[config.mk]
export PLATFORM = sky130hd
export DESIGN_NAME = abro_input_conditioner
export DESIGN_NICKNAME = d
export VERILOG_FILES = /design/src/rtl/abro_input_conditioner.sv
export SDC_FILE = /design/constraint.sdc
export NUM_CORES = 1
export LEC_CHECK = 0
export BUFFER_PORTS_ARGS = -buffer_cell sky130_fd_sc_hd__buf_2
export CORE_MARGIN = 2
export CORE_UTILIZATION = 52
export DETAILED_ROUTE_END_ITERATION = 7
export HOLD_SLACK_MARGIN = 0.02
export PLACE_DENSITY = 0.76
export SETUP_SLACK_MARGIN = 0.5
export SYNTH_ARGS = -nofsm -noshare
export SYNTH_HDL_FRONTEND = slang
export SYNTH_HIERARCHICAL = 1
export SYNTH_SLANG_ARGS = --single-unit
export TNS_END_PERCENT = 30
[constraint.sdc]
create_clock -name clk -period 2 [get_ports clk]
set_clock_uncertainty 0.05 [all_clocks]
set_input_delay 0 -clock clk [delete_from_list [all_inputs] [get_ports clk]]
set_output_delay 0 -clock clk [all_outputs]
set_load 0.02 [all_outputs]
[src/rtl/abro_input_conditioner.sv]
// Conditions the raw asynchronous A/B request lines into debounced levels and one-cycle rise pulses.
// Each channel is a two-flop synchronizer followed by a LOW/RISE_CHK/HIGH/FALL_CHK debounce FSM.
module abro_debounce_chan #(
  parameter int DEBOUNCE_CYCLES = 4,
  parameter int CNT_W           = 8
) (
  input  logic       i_clk,
  input  logic       i_rst_n,
  input  logic       i_raw,
  output logic       o_pulse,
  output logic       o_level,
  output logic [1:0] o_state
);
  localparam logic [1:0] ST_LOW      = 2'b00;
  localparam logic [1:0] ST_RISE_CHK = 2'b01;
  localparam logic [1:0] ST_HIGH     = 2'b10;
  localparam logic [1:0] ST_FALL_CHK = 2'b11;

  localparam logic [CNT_W-1:0] LP_CNT_LAST = CNT_W'(DEBOUNCE_CYCLES - 1);
  localparam logic [CNT_W-1:0] LP_CNT_ONE  = CNT_W'(1);

  logic             r_sync1;
  logic             r_sync2;
  logic [1:0]       r_state;
  logic [CNT_W-1:0] r_cnt;
  logic             r_pulse;

  always_ff @(posedge i_clk or negedge i_rst_n) begin
    if (!i_rst_n) begin
      r_sync1 <= 1'b0;
      r_sync2 <= 1'b0;
      r_state <= ST_LOW;
      r_cnt   <= '0;
      r_pulse <= 1'b0;
    end else begin
      r_sync1 <= i_raw;
      r_sync2 <= r_sync1;
      r_pulse <= 1'b0;
      case (r_state)
        ST_LOW: begin
          if (r_sync2) begin
            r_state <= ST_RISE_CHK;
            r_cnt   <= LP_CNT_ONE;
          end else begin
            r_cnt   <= '0;
          end
        end
        ST_RISE_CHK: begin
          if (!r_sync2) begin
            r_state <= ST_LOW;
            r_cnt   <= '0;
          end else if (r_cnt == LP_CNT_LAST) begin
            r_state <= ST_HIGH;
            r_cnt   <= '0;
            r_pulse <= 1'b1;
          end else begin
            r_cnt   <= r_cnt + LP_CNT_ONE;
          end
        end
        ST_HIGH: begin
          if (!r_sync2) begin
            r_state <= ST_FALL_CHK;
            r_cnt   <= LP_CNT_ONE;
          end
        end
        ST_FALL_CHK: begin
          // A confirmed fall returns to LOW silently; only rises pulse.
          if (r_sync2) begin
            r_state <= ST_HIGH;
            r_cnt   <= '0;
          end else if (r_cnt == LP_CNT_LAST) begin
            r_state <= ST_LOW;
            r_cnt   <= '0;
          end else begin
            r_cnt   <= r_cnt + LP_CNT_ONE;
          end
        end
        default: begin
          r_state <= ST_LOW;
          r_cnt   <= '0;
        end
      endcase
    end
  end

  assign o_pulse = r_pulse;
  assign o_level = r_state[1];
  assign o_state = r_state;
endmodule

module abro_input_conditioner #(
  parameter int DEBOUNCE_CYCLES = 4,
  parameter int CNT_W           = 8
) (
  input  logic       clk,
  input  logic       reset,
  input  logic       raw_a,
  input  logic       raw_b,
  output logic       a_pulse,
  output logic       b_pulse,
  output logic       a_level,
  output logic       b_level,
  output logic [1:0] a_state,
  output logic [1:0] b_state
);
  // Identical, independent channels so simultaneous confirmed rises pulse in the same cycle.
  abro_debounce_chan #(
    .DEBOUNCE_CYCLES(DEBOUNCE_CYCLES),
    .CNT_W          (CNT_W)
  ) u_chan_a (
    .i_clk  (clk),
    .i_rst_n(reset),
    .i_raw  (raw_a),
    .o_pulse(a_pulse),
    .o_level(a_level),
    .o_state(a_state)
  );

  abro_debounce_chan #(
    .DEBOUNCE_CYCLES(DEBOUNCE_CYCLES),
    .CNT_W          (CNT_W)
  ) u_chan_b (
    .i_clk  (clk),
    .i_rst_n(reset),
    .i_raw  (raw_b),
    .o_pulse(b_pulse),
    .o_level(b_level),
    .o_state(b_state)
  );
endmodule

==> out/results.ini <==
[setup_path]
crit_path_cell_trace=ha_2, nor4b_4, buf_4, a211oi_4, buf_6, o21ai_2, a31oi_1
slowest_delay_ps=410
end_kind=flip-flop
cp_max_fo=8
cp_slowest_cell=dfrtp_1
cp-start-kind=flip-flop
cp.arrival_ps=1850
crit_required_ps=2210
criticalPathCategory=flip-flop to flip-flop
reg2reg_depth=7

[synth]
dominantRegCellSynth=dfrtp_1
ys_seq_area_share_pct=44.8
ys_warn_count=6
syn_avg_cell_area_sq_um=11.0
synth_seq_cells=26
synth_async_sr_flop_share_pct=100
synth_cell_type_count=33
syn_area_sq_um=1450
synth_top_area_share_pct=44.8
synth_common_cells=dfrtp_1, nand2_1, nor2_1
ys_top_cells_by_area=dfrtp_1, buf_6, nor4b_4
syn-instance-count=132
yosysTopAreaCell=dfrtp_1
post-synth-top-count-cell=dfrtp_1
synth-edff-count=0
syn_nets=138

[die]
start_util_pct=53.6
die_w_um=56.8
core-area_sq_um=2710
ios=12
dieArea_sq_um=3230
row_count=19
die_h_um=56.8

[layout]
finalCoreUtilization_pct=62.0
num_antenna_cells=0
finalNetCount=163
syn_to_final_growth_pct=15.9
instances_no_fill=187
drive_gt1_share_pct=35.9

[detailed_routing]
vias_per_cell=6.04
wirelength_um=2930
drt-pass1-iter-count=5
wire_per_inst_um=15.7
ant_nets=0
drc=0
vias=1129
drt_iter0_drc=54

[pwr]
p_leak_uw=0.000715
vdd_ir_drop_max_v=0.000832
power_density_nw_per_um2=1260

[timing]
fmaxAchievable_mhz=610
tns_ps=0
worst_slack_ps=362
layout_min_cycle_time_ps=1640
slew_violations=0
fin_hold_ws_ps=132
setup_viol=0
relSlewSlack_pct=61.6
worst_pin_slew_ps=576
finalCritPeriodShare_pct=81.9
rsz0062_at_grt=true
hold_viol=0

[outcome]
outcome=completed

[clock_network]
clk_latency_ps=330
cts-root-buf=clkbuf_4
cts_made_buffers=3
cts_tree=done
cts.sinks=26
cts_buffer_depth=2
htreeDepth=1
clk_pin_slew_ps=140

[place]
gp_congestion=0.877
dpl.hpwl_um=1870
dp_cells=166
dpl_worst_slack_ps=325
numPortBuffers=11

[grt]
grt_pass1_wl_um=4820
track_usage_pct=19.4
grt_pass1_vias=1056
antenna_found_initial=0
grt_max_degree=27
grt_overflow=0

[worst_hold_path]
hold_path.class=input port to asynchronous set/reset pin

[run]
maxCapViolations=0

-- logic make-up after synthesis --
group / share of synthesized area (%)
adder cells (fa/ha/maj): 1.72
buffers and inverters: 6.72
multiplexers: 2.07
flip-flops: 44.8
AND/OR/NAND/NOR: 21.0
AO/OA/AOI/OAI: 21.4
XOR/XNOR: 2.24
-- sequential cells by signal (all words and copies together) (netlist names), named ones only --
signal / cells
u_chan_b/o_state: 1
u_chan_a/r_cnt: 8
u_chan_a/o_state: 1
u_chan_b/o_pulse: 1
u_chan_a/o_pulse: 1
u_chan_a/r_sync2: 1
u_chan_b/r_cnt: 8
u_chan_a/r_sync1: 1
u_chan_b/r_sync2: 1
u_chan_b/r_sync1: 1
-- routing by layer --
metal	wire, um	GRT usage (%)	vias up
met5	0	0	-
met4	80	11.6	0
met3	148	2.30	7
met2	1340	30.1	47
met1	1360	26.0	538
li1	-	-	537
-- worst max-delay path, delay by kind of cell, from the launching register on --
kind,cells,cell delay (ps)
buffers and inverters,2,320
flip-flops,1,410
adder cells (fa/ha/maj),1,190
AO/OA/AOI/OAI,3,470
AND/OR/NAND/NOR,1,120
-- placed cells by master, fill, tap and decap left out, types with 3 or more instances in the layout --
| cell | synthesis | layout |
|---|---|---|
| o21ai_2 | 4 | 4 |
| dfrtp_2 | 0 | 3 |
| a22o_1 | 4 | 4 |
| dlygate4sd3_1 | 0 | 3 |
| buf_2 | 0 | 11 |
| dfrtp_1 | 26 | 23 |
| a21oi_1 | 6 | 5 |
| nand4_1 | 4 | 4 |
| nand2_1 | 10 | 10 |
| nor2_1 | 10 | 10 |
| inv_1 | 4 | 4 |
| nor3_2 | 4 | 3 |
| o21ai_0 | 4 | 4 |
| nand3_1 | 4 | 4 |
| clkbuf_4 | 0 | 3 |
| a31oi_1 | 6 | 6 |
| buf_4 | 2 | 12 |
-- worst paths after layout --
| check | slack [ps] | startpoint | end |
|---|---|---|---|
| worst max-delay path | 360 | u_chan_b/r_cnt[0] | u_chan_b/r_cnt[5] |
| worst max register to register | 360 | u_chan_b/r_cnt[0] | u_chan_b/r_cnt[5] |
| min in group clk | 240 | raw_b | u_chan_b/r_sync1 |
| max in group asynchronous | 1360 | reset | u_chan_b/r_cnt[2] |
| worst min-delay path | 130 | reset | u_chan_b/r_cnt[6] |
| worst min register to register | 320 | u_chan_b/r_sync1 | u_chan_b/r_sync2 |
-- layout make-up --
class	instances	area, sq um
sequential	26	654
multi-input combinational	94	723
tap	31	38.8
clock inverter	1	30.0
clock buffer	3	22.5
fill	206	1030
timing repair buffer	28	198
inverter	4	15.0
-- timing repair --
action	4_1_cts	5_1_grt
resized for setup	6	3
pin swaps	6	6
hold buffers	3	0
setup buffers	12	2
endpoints found under the hold margin	28	0
setup endpoints to repair	20	19
-- through the flow --
stage	cell area, sq um	power, uW
2_1_floorplan	1450	1410
3_3_place_gp	1470	1500
3_5_place_dp	1470	1530
4_1_cts	1660	2080
5_1_grt	1680	2240
6_report	1680	2120
-- power breakdown --
part / switching, uW / leakage (uW) / internal, uW
registers: 156 / 0.000337 / 619
logic: 495 / 0.000351 / 484
clock network: 164 / 0.0000279 / 203
Note: power is estimated with default switching activity, not from simulation.
